$ cat src/rtl/uart_pkg.sv
// Shared types and constants for the UART receive/transmit blocks.
package uart_pkg;

   typedef enum logic [2:0] {IDLE, START, DATA, PARITY, STOP} rx_state_e;

   localparam int UART_DATA_BITS         = 8;
   localparam int UART_CLKS_PER_BIT_DFLT = 48;

   // [8] = error flag, [7:0] = received byte
   typedef logic [8:0] uart_rx_word_t;

endpackage

$ cat src/rtl/uart_sync2.sv
// Two-flop synchroniser for an asynchronous, idle-high input.
module uart_sync2 (
   input  logic Clk,
   input  logic Rstn,
   input  logic d,
   output logic q
);

   logic meta;

   always_ff @(posedge Clk or negedge Rstn) begin
      if (!Rstn) begin
         meta <= 1'b1;
         q    <= 1'b1;
      end else begin
         meta <= d;
         q    <= meta;
      end
   end

endmodule

$ cat src/rtl/uart_rx_deser.sv
// UART receiver: start/8 data/optional parity/stop, mid-bit sampling by cycle count.
module uart_rx_deser
   import uart_pkg::*;
#(
   parameter int CLKS_PER_BIT = UART_CLKS_PER_BIT_DFLT,
   parameter int PARITY_EN    = 1,
   parameter int PARITY_ODD   = 0
) (
   input  logic          Clk,
   input  logic          Rstn,
   input  logic          SerDataIn,
   output uart_rx_word_t PalDataOut,
   output logic          PalDataOutValid
);

   localparam int CNT_W = $clog2(CLKS_PER_BIT);
   localparam logic [CNT_W-1:0] MID_CNT  = CNT_W'(CLKS_PER_BIT / 2 - 1);
   localparam logic [CNT_W-1:0] FULL_CNT = CNT_W'(CLKS_PER_BIT - 1);

   rx_state_e                 state, stateNxt;
   logic                      rxS, rxPrev;
   logic [CNT_W-1:0]          bitCnt;
   logic [2:0]                idx;
   logic [UART_DATA_BITS-1:0] shreg;
   logic                      parErr, frmErr, stopDone;
   logic                      bitDone;

   uart_sync2 uSync (
      .Clk  (Clk),
      .Rstn (Rstn),
      .d    (SerDataIn),
      .q    (rxS)
   );

   // START samples half a bit in; every later sample is one full bit after the previous.
   always_comb begin
      bitDone = 1'b0;
      if (state == START)     bitDone = (bitCnt == MID_CNT);
      else if (state != IDLE) bitDone = (bitCnt == FULL_CNT);
   end

   always_ff @(posedge Clk or negedge Rstn) begin
      if (!Rstn) state <= IDLE;
      else       state <= stateNxt;
   end

   always_comb begin
      stateNxt = state;
      case (state)
         IDLE:    if (rxPrev && !rxS) stateNxt = START;
         START:   if (bitDone) stateNxt = rxS ? IDLE : DATA;
         DATA:    if (bitDone && idx == 3'd7) stateNxt = (PARITY_EN != 0) ? PARITY : STOP;
         PARITY:  if (bitDone) stateNxt = STOP;
         // Leave at the stop mid-point so an immediately following start edge is seen.
         STOP:    if (bitDone) stateNxt = IDLE;
         default: stateNxt = IDLE;
      endcase
   end

   always_ff @(posedge Clk or negedge Rstn) begin
      if (!Rstn) begin
         rxPrev <= 1'b1;
         bitCnt <= '0;
         idx    <= '0;
         shreg  <= '0;
         parErr <= 1'b0;
         frmErr <= 1'b0;
      end else begin
         rxPrev <= rxS;

         if (stateNxt != state || bitDone) bitCnt <= '0;
         else if (state != IDLE)           bitCnt <= bitCnt + 1'b1;

         if (state == START) begin
            idx    <= '0;
            parErr <= 1'b0;
         end

         if (state == DATA && bitDone) begin
            shreg[idx] <= rxS;
            idx        <= idx + 3'd1;
         end

         if (state == PARITY && bitDone)
            parErr <= (^shreg) ^ rxS ^ 1'(PARITY_ODD);

         if (state == STOP && bitDone)
            frmErr <= ~rxS;
      end
   end

   always_ff @(posedge Clk or negedge Rstn) begin
      if (!Rstn) begin
         stopDone        <= 1'b0;
         PalDataOut      <= '0;
         PalDataOutValid <= 1'b0;
      end else begin
         stopDone        <= (state == STOP) && bitDone;
         PalDataOutValid <= stopDone;
         if (stopDone)
            PalDataOut <= {parErr | frmErr, shreg};
      end
   end

endmodule

$ cat config.mk
export PLATFORM = sky130hd
export DESIGN_NAME = uart_rx_deser
export DESIGN_NICKNAME = d
export VERILOG_FILES = /design/src/rtl/uart_pkg.sv /design/src/rtl/uart_sync2.sv /design/src/rtl/uart_rx_deser.sv
export SDC_FILE = /design/constraint.sdc
export NUM_CORES = 1
export LEC_CHECK = 0
export CAP_MARGIN = 20
export CORE_ASPECT_RATIO = 0.7
export CORE_MARGIN = 4
export CORE_UTILIZATION = 44
export DETAILED_ROUTE_END_ITERATION = 8
export GPL_TIMING_DRIVEN = 0
export SKIP_LAST_GASP = 1
export SLEW_MARGIN = 40
export SYNTH_ARGS = -nofsm -noshare
export SYNTH_HDL_FRONTEND = slang
export SYNTH_HIERARCHICAL = 1
export SYNTH_SLANG_ARGS = --single-unit
$ cat constraint.sdc
create_clock -name Clk -period 1.9 [get_ports Clk]
set_input_delay 0.19 -clock Clk [delete_from_list [all_inputs] [get_ports Clk]]
set_output_delay 0.19 -clock Clk [all_outputs]
set_load 0.02 [all_outputs]
# ---- After elaboration in Yosys (flattened, before gate mapping)
# Index checks and enable logic that the tools add are counted.
dict set report totals {
  regBits 36
  inputBits 3
  elab_cells 59
}
dict set report op_classes {
  add_sub_neg 2
  n_reduce_logical 14
  n_bitwise 3
  muxes 18
  eq_ne 8
  n_lt_le_gt_ge 2
}
# operator count
set ops {}
lappend ops {{3-bit 2-to-1 mux} 7}
lappend ops {{3-bit case mux with 5 select lines} 1}
lappend ops {{6-bit 2-to-1 mux} 2}
lappend ops {{8-bit bitwise mux} 1}
lappend ops {{8-bit parity} 1}
lappend ops {{6-bit by 1-bit adder with 6-bit output, second input constant} 1}
lappend ops {{3-bit by 2-bit equality test with 1-bit output, second input constant} 2}
lappend ops {{3-bit equality test, second input constant} 2}
lappend ops {{6-bit by 5-bit equality test with 1-bit output, second input constant} 1}
lappend ops {{6-bit equality test, second input constant} 1}
lappend ops {{1-bit logical AND} 6}
lappend ops {{2-bit nonzero test} 3}
lappend ops {{1-bit 2-to-1 mux} 5}
lappend ops {{3-bit by 4-bit < comparator with 1-bit output, second input constant} 1}
lappend ops {{3-bit by 1-bit adder with 3-bit output, second input constant} 1}
lappend ops {{1-bit demux with 3-bit select} 1}
lappend ops {{3-bit by 1-bit equality test with 1-bit output, second input constant} 1}
lappend ops {{3-bit by 1-bit greater-or-equal comparator with 1-bit output, second input constant} 1}
lappend ops {{3-bit zero test} 1}
lappend ops {{3-bit inequality test} 1}
lappend ops {{3-bit nonzero test} 1}
lappend ops {{2-bit 2-to-1 mux} 1}
lappend ops {{1-bit zero test} 1}
lappend ops {{1-bit logical OR} 1}
lappend ops {{3 further kinds} 3}

# ---- Longest topological paths before layout
dict set report logic_depth {
  ltp_word 9
  ltp_mapped 5
}

# ---- By module
# Netlist, hierarchy kept.
# module cells_per_inst area_per_inst_um2 instances
set modules_own_cells {}
lappend modules_own_cells {uart_rx_deser 144 1671.6 1}
lappend modules_own_cells {uart_sync2 2 52.6 1}

# ---- Worst setup path before layout
# OpenSTA, ideal clock, no wires.
dict set report synth_path {
  path_kind {register to register}
  from {register bitCnt[0]}
  to {register shreg[3]}
  n_path_buf 0
  stages_incl_launch_ff 6
  setup_time_ns 0.128
  slack_ns 0.261
  arrival_time_ns 1.511
  t_required_ns 1.772
  cell_sequence {dfrtp_1 ha_1 nand3_1 nand4b_4 nor4_1 mux2_1}
}
dict set report synth_between {
  elab_chain_len 4
}
# element line_no
set synth_lines {}
lappend synth_lines {{from (decl)} uart_rx_deser.sv:22} ;# logic [CNT_W-1:0] bitCnt;
lappend synth_lines {{from (signal assigned)} uart_rx_deser.sv:72} ;# else if (state != IDLE) bitCnt <= bitCnt + 1'b1;
lappend synth_lines {{6-bit equality test} uart_rx_deser.sv:39} ;# else if (state != IDLE) bitDone = (bitCnt == FULL_CNT);
lappend synth_lines {{1-bit 2-to-1 mux} uart_rx_deser.sv:39}
lappend synth_lines {{1-bit 2-to-1 mux *} uart_rx_deser.sv:38} ;# if (state == START) bitDone = (bitCnt == MID_CNT);
lappend synth_lines {{1-bit logical AND *} uart_rx_deser.sv:79} ;# if (state == DATA && bitDone) begin
lappend synth_lines {{to (signal, indexed assignment)} uart_rx_deser.sv:80} ;# shreg[idx] <= rxS;
lappend synth_lines {{to (decl)} uart_rx_deser.sv:24} ;# logic [UART_DATA_BITS-1:0] shreg;
# Mark *: on every way between the ends. The rest lies on a longest branch, timed or not.
# A chain may end at the register's enable or synchronous reset.

# ---- Final worst setup path
# Ends and elaborated chain as after synthesis.

==> flow_summary.json <==
{
  "gp_congestion": 0.743,
  "post-route-worst-setup-slack_ps": 103,
  "routed_wl_mm": 3.27,
  "crit_path_max_incr_delay_ps": 400,
  "slew-limit-headroom": 0.543,
  "overflow": 0,
  "syn_nets": 152,
  "cts.clk_slew.worst_paths_ps": 70,
  "ys_seq_elements": 36,
  "dieArea_um2": 5000,
  "synth_top_cells_by_area": "dfrtp_1 48%, mux2_2 5.9%, xnor2_1 5.1%",
  "drive_gt1_frac": 0.231,
  "num_rows": 18,
  "p_leak_nw": 0.944,
  "setup_viol": 0,
  "ios": 13,
  "io_buffers": 12,
  "ff2ff_setup_slack_ps": 100,
  "clkLatencyLatePin_ps": 280,
  "fin_util": 0.584,
  "fillers": 315,
  "die_x_um": 82.8,
  "antenna_found_initial": 0,
  "dp_hpwl_mm": 2.27,
  "start_util": 0.473,
  "finalPower_mw": 2.10,
  "cts.path.max_buffers": 2,
  "holdWs_ps": 316,
  "grt_pass1_vias": 1184,
  "hold_class": "input port to register",
  "maxCapViolCount": 0,
  "synth_top_area_cell": "dfrtp_1",
  "wl_per_cell_um": 14.9,
  "drt_iter0_drc": 84,
  "cts_root_buf": "clkbuf_8",
  "synth_top_area_frac": 0.479,
  "status": "finished, final reports clean",
  "cp_data_required_time_ps": 2060,
  "syn-cell-area_um2": 1720,
  "drcViolationCount": 0,
  "slowest_stage": "dfrtp_1",
  "hold_viol": 0,
  "slew_viol_final": 0,
  "multi_input_area_um2": 875,
  "fin_nets": 174,
  "vias_per_cell": 5.27,
  "grt_busiest_layer": "met2",
  "post_cts.repair.setup_buffers": 0,
  "clock_skew_ps": 4.50,
  "yosysWarnings": 6,
  "period_share": 0.946,
  "peakVddDrop_v": 0.000508,
  "met3_usage": 0.0407,
  "crit_chain": "ha_2, nand3_2, nand4b_4, nor4_4, mux2_1",
  "syn_avg_cell_area_um2": 11.8,
  "die-height_um": 60.4,
  "cts_buffers": 5,
  "crit_path_end_kind": "register",
  "antenna_cells": 0,
  "coreArea_um2": 3650,
  "ys_types": 40,
  "grt_use_met1": 0.208,
  "met2_usage": 0.209,
  "first_pass_iters": 4,
  "crit_fanout": 5,
  "netlist_instances": 146,
  "ant_nets": 0,
  "yosys-top-cells-count": "33 x dfrtp_1, 12 x nor2_1, 10 x nand2_1, 10 x xnor2_1, 9 x mux2_2",
  "clock-sinks": 36,
  "vias": 1155,
  "h-tree-depth": 2,
  "tns_ps": 0,
  "area_growth_pct": 23.5,
  "worstSetupPathType": "register to register",
  "grt_start_max_net_pins": 25,
  "grt_first_pass_wirelength_mm": 5.64,
  "fmax_mhz": 556,
  "worstMarginPinSlew_ps": 685,
  "ys.flop_type": "dfrtp_1",
  "finalWorstPathRequiredPeriod_ps": 1800,
  "cts_tree": "done",
  "seqCellArea_um2": 905,
  "synthArstFlopShare": 1.00,
  "pre_cts_ws_ps": -16.7,
  "power.density_nw_per_um2": 985,
  "start_kind": "register",
  "cp.arrival_ps": 1960,
  "yosysSeqAreaShare": 0.525,
  "synth_most_common_cell": "dfrtp_1",
  "synth_edf_count": 0,
  "track_usage": 0.144
}
power by group:
part	total, mW	internal (mW)	leakage [nW]	switching, mW
Combinational	0.621	0.228	0.426	0.393
Sequential	0.970	0.863	0.476	0.108
Clock	0.506	0.257	0.0422	0.249
final timing paths:
path / start / end / cells past startpoint
worst max-delay path: bitCnt[0]$_DFFE_PN0P_ / shreg[3]$_DFFE_PN0P_ / 5
worst max register to register: bitCnt[0]$_DFFE_PN0P_ / shreg[3]$_DFFE_PN0P_ / 5
worst min-delay path: SerDataIn / uSync/meta$_DFF_PN1_ / 1
worst min register to register: uSync/meta$_DFF_PN1_ / uSync/q$_DFF_PN1_ / 0
min in group asynchronous: Rstn / bitCnt[5]$_DFFE_PN0P_ / 2
max in group asynchronous: Rstn / uSync/meta$_DFF_PN1_ / 3
cell families after synthesis:
| family | share of synthesized area |
|---|---|
| AOI/OAI and AO/OA | 0.0363 |
| xor gates and xnor gates | 0.0689 |
| adders and majority gates | 0.0218 |
| buffers and inverters | 0.0312 |
| DFF | 0.525 |
| muxes | 0.128 |
| and+or+nand+nor | 0.189 |
flip-flops by register name, summed over array words and instances (netlist names), 3 cells and up:
register	flops
idx	3
PalDataOut	9
shreg	8
bitCnt	6
state	3
through the flow:
| stage | instance area [um^2] | cells |
|---|---|---|
| 6_report | 2130 | 219 |
| 5_1_grt | 2130 | 219 |
| 4_1_cts | 2030 | 218 |
| 3_5_place_dp | 1930 | 209 |
| 3_3_place_gp | 1910 | 208 |
| 2_1_floorplan | 1720 | 146 |
timing repair:
action,in CTS,in global routing
hold endpoints to repair,12,0
gates resized for setup,2,12
hold buffers,1,0
cloned,0,1
setup endpoints to repair,2,13
metal layers:
layer / routed length, um / vias up
met2: 1410 / 21
met5: 0 / -
li1: - / 551
met4: 38 / 0
met1: 1700 / 578
met3: 117 / 5
worst max-delay path, delay by kind of cell, from the launching register on:
family	cells	cell delay (ps)
simple gates	3	720
flops	1	400
mux	1	340
fa+ha+maj	1	220
area by class of cell:
cell class | count | area share
buffer | 6 | 0.0129
clock buffer | 7 | 0.0358
clock inverter | 1 | 0.00235
inverter | 7 | 0.0123
multi-input combinational | 98 | 0.411
sequential | 36 | 0.425
tap | 50 | 0.0294
timing repair buffer | 14 | 0.0717
cells in the final DEF (no fill, tap or decap), types with 3 or more instances in the layout:
cell type | netlist | routed
mux2i_1 | 4 | 4
dfrtp_1 | 33 | 33
dfstp_2 | 3 | 3
clkbuf_1 | 4 | 6
o21ai_0 | 3 | 3
mux2_2 | 9 | 9
clkbuf_8 | 0 | 5
xnor2_1 | 10 | 10
clkdlybuf4s50_1 | 0 | 11
nor4_2 | 1 | 3
inv_1 | 6 | 6
nor4_4 | 1 | 5
mux2_1 | 7 | 7
nand2b_1 | 4 | 4
nand2_1 | 10 | 10
nor2_1 | 12 | 12
Note: power is estimated with default switching activity, not from simulation.
